[src/rtl/bp_be_branch_resolve.sv]
// bp_be_branch_resolve: registers branch resolutions, issues one redirect per mispredict, flags misaligned targets, counts branches/mispredicts
// Ports: clk_i/reset_i (async active-high); en_i, branch_i, btaken_i, npc_i, pred_npc_i, instr_misaligned_v_i from the integer pipe;
// flush_i commit flush; redirect_ready_i/redirect_v_o/redirect_npc_o/redirect_taken_o frontend handshake;
// mispredict_flush_o, misaligned_o one-cycle pulses; stall_o while redirect pending; branch_count_o, mispredict_count_o saturating
module bp_be_branch_resolve #(
  parameter int vaddr_width_p = 39,
  parameter int ctr_width_p = 32
) (
  input  logic clk_i,
  input  logic reset_i,
  input  logic en_i,
  input  logic branch_i,
  input  logic btaken_i,
  input  logic [vaddr_width_p-1:0] npc_i,
  input  logic [vaddr_width_p-1:0] pred_npc_i,
  input  logic instr_misaligned_v_i,
  input  logic flush_i,
  input  logic redirect_ready_i,
  output logic redirect_v_o,
  output logic [vaddr_width_p-1:0] redirect_npc_o,
  output logic redirect_taken_o,
  output logic mispredict_flush_o,
  output logic misaligned_o,
  output logic stall_o,
  output logic [ctr_width_p-1:0] branch_count_o,
  output logic [ctr_width_p-1:0] mispredict_count_o
);
  typedef enum logic {e_idle, e_send} state_e;
  state_e r_state, w_state_n;
  logic [vaddr_width_p-1:0] r_npc;
  logic r_taken, r_mflush, r_misal;
  logic [ctr_width_p-1:0] r_bcnt, r_mcnt;
  logic w_accept, w_mispredict, w_misaligned;
  // anything arriving while a redirect is pending is wrong-path and dropped
  assign w_accept = en_i & branch_i & (r_state == e_idle) & ~flush_i;
  assign w_mispredict = w_accept & ~instr_misaligned_v_i & (npc_i != pred_npc_i);
  assign w_misaligned = w_accept & instr_misaligned_v_i;
  always_comb begin
    w_state_n = r_state;
    if (flush_i) w_state_n = e_idle;
    else if (r_state == e_idle) w_state_n = w_mispredict ? e_send : e_idle;
    else w_state_n = redirect_ready_i ? e_idle : e_send;
  end
  always_ff @(posedge clk_i or posedge reset_i) begin
    if (reset_i) begin
      r_state <= e_idle;
      r_npc <= '0;
      r_taken <= 1'b0;
      r_mflush <= 1'b0;
      r_misal <= 1'b0;
      r_bcnt <= '0;
      r_mcnt <= '0;
    end else begin
      r_state <= w_state_n;
      r_mflush <= w_mispredict;
      r_misal <= w_misaligned;
      if (w_mispredict) begin
        r_npc <= npc_i;
        r_taken <= btaken_i;
      end
      if (w_accept && ~&r_bcnt) r_bcnt <= r_bcnt + 1'b1;
      if (w_mispredict && ~&r_mcnt) r_mcnt <= r_mcnt + 1'b1;
    end
  end
  assign redirect_v_o = (r_state == e_send);
  assign stall_o = (r_state == e_send);
  assign redirect_npc_o = r_npc;
  assign redirect_taken_o = r_taken;
  assign mispredict_flush_o = r_mflush;
  assign misaligned_o = r_misal;
  assign branch_count_o = r_bcnt;
  assign mispredict_count_o = r_mcnt;
endmodule

[config.mk]
export PLATFORM = sky130hd
export DESIGN_NAME = bp_be_branch_resolve
export DESIGN_NICKNAME = d
export VERILOG_FILES = /design/src/rtl/bp_be_branch_resolve.sv
export SDC_FILE = /design/constraint.sdc
export NUM_CORES = 1
export LEC_CHECK = 0
export ABC_AREA = 1
export CORE_MARGIN = 4
export CORE_UTILIZATION = 43
export DETAILED_ROUTE_END_ITERATION = 10
export GPL_ROUTABILITY_DRIVEN = 0
export GPL_TIMING_DRIVEN = 0
export PLACE_DENSITY = 0.77
export SLEW_MARGIN = 40
export SYNTH_ARGS = -nofsm -noshare
export SYNTH_HDL_FRONTEND = slang
export SYNTH_SLANG_ARGS = --single-unit
[constraint.sdc]
create_clock -name clk_i -period 3.4 [get_ports clk_i]
set_input_delay 0.68 -clock clk_i [delete_from_list [all_inputs] [get_ports clk_i]]
set_output_delay 0.68 -clock clk_i [all_outputs]
set_load 0.005 [all_outputs]
==> flow_summary_export.csv <==
group,metric,value,unit
grt,grtUsageTotal,0.226,
power_and_ir_drop,powerDensity,365,mW/mm²
power_and_ir_drop,comb_power_share,0.228,
clocking,clkSinkCount,107,
yosys,synth-simple-area-share,0.388,
final_layout,layout-drive-gt1-share,0.0547,
clocking,cts_resized,0,
critical_path,endpoint_kind,"register",
yosys,synth_nets,990,
yosys,synth_top_family_by_area,"simple AND/OR/NAND/NOR gates",
power_and_ir_drop,seqPwrFrac,0.469,
grt,grt_max_degree,28,
route,drc_errors,0,
grt,gr-total-overflow,0,
critical_path,cp_max_fo,10,
final_layout,diodes,0,
final_layout,utilization,0.611,
clocking,clock-root-buffer,"clkbuf_16",
critical_path,cp.depth,8,
clocking,h-tree-depth,3,
yosys,synthTopCellsByArea,"dfrtp_1 42%, nand2_1 23%, nor2_1 5.7%",
final_layout,stdcell_area,0.00888,mm²
route,drt-vias-per-instance,4.91,
sta,hold_viol_final,0,
grt,grt_pass1_wl,29.9,mm
critical_path,r2r_slack,1280,ps
critical_path,reg2reg_depth,11,
yosys,synth_compound_area_frac,0.0224,
floorplanning,start_util,0.438,
route,first_iter_violations,456,
sta,skew,8.94,ps
power_and_ir_drop,power,0.00324,W
sta,finalSetupViolations,0,
sta,rsz0062_at_grt,"false",
sta,worst_pin_slew,499,ps
floorplanning,core,0.0145,mm²
yosys,yosys.area.top_type,"dfrtp_1",
clocking,clockBufferDepth,2,
critical_path,r2r_start,"mispredict_count_o[0]",
critical_path,critPathTopFamily,"simple AND/OR/NAND/NOR gates",
worst_hold_path,hold_class,"register to register",
yosys,seq_area_frac_synth,0.421,
route,via_count,6381,
power_and_ir_drop,leakagePower,4.10,nW
final_layout,nFillCells,1356,
sta,slew_viol_final,0,
route,drtPass1Iterations,5,
final_layout,nNetsFinal,1198,
clocking,cts_tree,"built",
flow_run,cap_violations,0,
power_and_ir_drop,vdd_drop_max,0.000304,V
yosys,synth_mux_area_frac,0,
sta,max_slew_margin,0.665,
power_and_ir_drop,p_sw,0.000899,W
critical_path,crit_buf_inv,3,
sta,fin_tns_setup,0,ps
yosys,syn_avg_cell_area,7.05,µm²
route,wl_per_cell,14.4,µm
placed_design,dpl_cell_area,0.00862,mm²
critical_path,cp.required,3690,ps
yosys,synthCells,902,
yosys,synth.ff_latch_count,107,
yosys,yosysWarnings,0,
critical_path,cp-endpoint,"mispredict_count_o[3]",
critical_path,cp-start-kind,"input pin",
power_and_ir_drop,clockPowerShare,0.303,
grt,antenna_found_initial,0,
clocking,clk_pin_slew,70,ps
sta,period_share,0.712,
critical_path,cp_cell_sequence,"clkdlybuf4s50_1 > nor2_1 > and3_1 > inv_1 > nor2_4 > buf_1 > nand4_1 > nand2_1",
critical_path,critPathArrivalTime,2710,ps
critical_path,worst_path_largest_cell_delay,440,ps
floorplanning,num_rows,44,
floorplanning,die_h,130,µm
critical_path,path_class,"input pin to register",
sta,fmax,413,MHz
critical_path,startpoint,"flush_i",
clocking,clock_latency,350,ps
power_and_ir_drop,p_int,0.00234,W
yosys,synth_fa_ha_area_frac,0.00393,
route,drt.antenna.violating_nets,0,
route,wl,18.7,mm
clocking,cts_buffers,9,
clocking,hold_buffers,0,
floorplanning,die_w,130,µm
yosys,synth.cell_area,0.00636,mm²
floorplanning,ioPinCount,194,
placed_design,portBuffers,193,
sta,layout_min_cycle_time,2420,ps
floorplanning,die_area,0.0168,mm²
yosys,synth_top_cell_area_share,0.421,
clocking,post_cts_buffers,0,
critical_path,cp_slowest_cell,"buf_1",
power_and_ir_drop,switching_share,0.277,
critical_path,r2r-end,"mispredict_count_o[3]",
status,status,"complete, no violations",
final_layout,area_delta_synth_final,39.6,%
yosys,yosys.cell_types.count,30,
grt,grt_pass1_vias,5893,
yosys,synth-xor-area-share,0.0881,
placed_design,dp_hpwl,15.1,mm
## worst reg2reg max path, cell delays in order, from the launching register on
cell	delay (ps)
dfrtp_1	500
ha_1	370
nand3_2	160
inv_2	90
nand2_2	80
inv_2	90
nand2_2	60
nor2_4	100
nand4_4	120
buf_2	250
nand4_1	130
nand2_1	70
## per-stage QoR
| stage | cells | setup WS (ps) | hold slack, ps |
|---|---|---|---|
| CTS | 1299 | 973 | 487 |
| detailed placement | 1283 | 610 | 469 |
| finish | 1299 | 978 | 482 |
| global route | 1299 | 851 | 511 |
| global placement | 1279 | 336 | 462 |
| floorplan | 902 | 1430 | 472 |
## layout make-up
| cell class | count | area (µm²) | area share |
|---|---|---|---|
| plain buffers | 24 | 155 | 0.0175 |
| flip-flops and latches | 107 | 2680 | 0.301 |
| inverters | 89 | 338 | 0.0380 |
| well taps | 184 | 230 | 0.0259 |
| clock inverters | 6 | 40.0 | 0.00451 |
| repair buffers | 197 | 2020 | 0.227 |
| clock buffers | 10 | 229 | 0.0258 |
| multi-input cells | 682 | 3200 | 0.360 |
## routing by layer
| layer | GRT usage | wire, µm | vias up |
|---|---|---|---|
| met3 | 0.0536 | 1460 | 26 |
| met1 | 0.296 | 8010 | 2887 |
| met4 | 0.0666 | 309 | 0 |
| met5 | 0 | 0 | - |
| li1 | - | - | 3234 |
| met2 | 0.374 | 8890 | 234 |
## cells in the mapped netlist (all sizes together)
library cell and n:
nand3b 5, nor4 1, nand4 39, dfrtp 107, nor3 19, a21oi 1
xor2 30, and3 2, inv 89, nand2 397, a21boi 1, xnor2 34
ha 2, buf 20, nand3 24, o21ai 26, clkbuf 4, nor2 101
## cell families (layout without fill, tap and decap cells)
logic type,after synthesis,after routing
simple gates,588,588
buf+inv,113,326
compound gates,28,28
fa+ha+maj,2,2
flops,107,107
xor+xnor,64,64
## flip-flops by register name, indices dropped and copies added (netlist names)
signal / cells
redirect_taken_o: 1
mispredict_count_o: 32
redirect_v_o: 1
redirect_npc_o: 39
branch_count_o: 32
mispredict_flush_o: 1
misaligned_o: 1
## worst min-delay path by stage
stage	startpoint	endpoint	slack, ps	cells after the start
after detailed placement	redirect_npc_o[28]	redirect_npc_o[28]	470	2
after global placement	redirect_npc_o[34]	redirect_npc_o[34]	460	2
after global routing	redirect_npc_o[26]	redirect_npc_o[26]	510	2
final	redirect_npc_o[6]	redirect_npc_o[6]	480	2
after floorplan	redirect_npc_o[11]	redirect_npc_o[11]	470	2
after CTS	redirect_npc_o[28]	redirect_npc_o[28]	490	2
## power groups by stage
stage / Combinational, W / Clock (W) / Sequential [W]
5_1_grt: 0.000813 / 0.00107 / 0.00154
4_1_cts: 0.000750 / 0.00100 / 0.00152
3_5_place_dp: 0.000745 / 0 / 0.00154
6_report: 0.000738 / 0.000984 / 0.00152
2_1_floorplan: 0.000258 / 0 / 0.00154
3_3_place_gp: 0.000725 / 0 / 0.00154
## cells in the final DEF (no fill, tap or decap), drive strengths merged
master and n:
xnor2 34, and3 2, ha 2, nand4 39
xor2 30, dfrtp 107, a21oi 1, clkinv 3
nor3 19, nand2 397, nor2 101, nor4 1
nand3b 5, o21ai 26, buf 24, clkdlybuf4s50 193
clkinvlp 2, inv 90, a21boi 1, nand3 24
clkbuf 14
(Power assumes the default switching activity.)
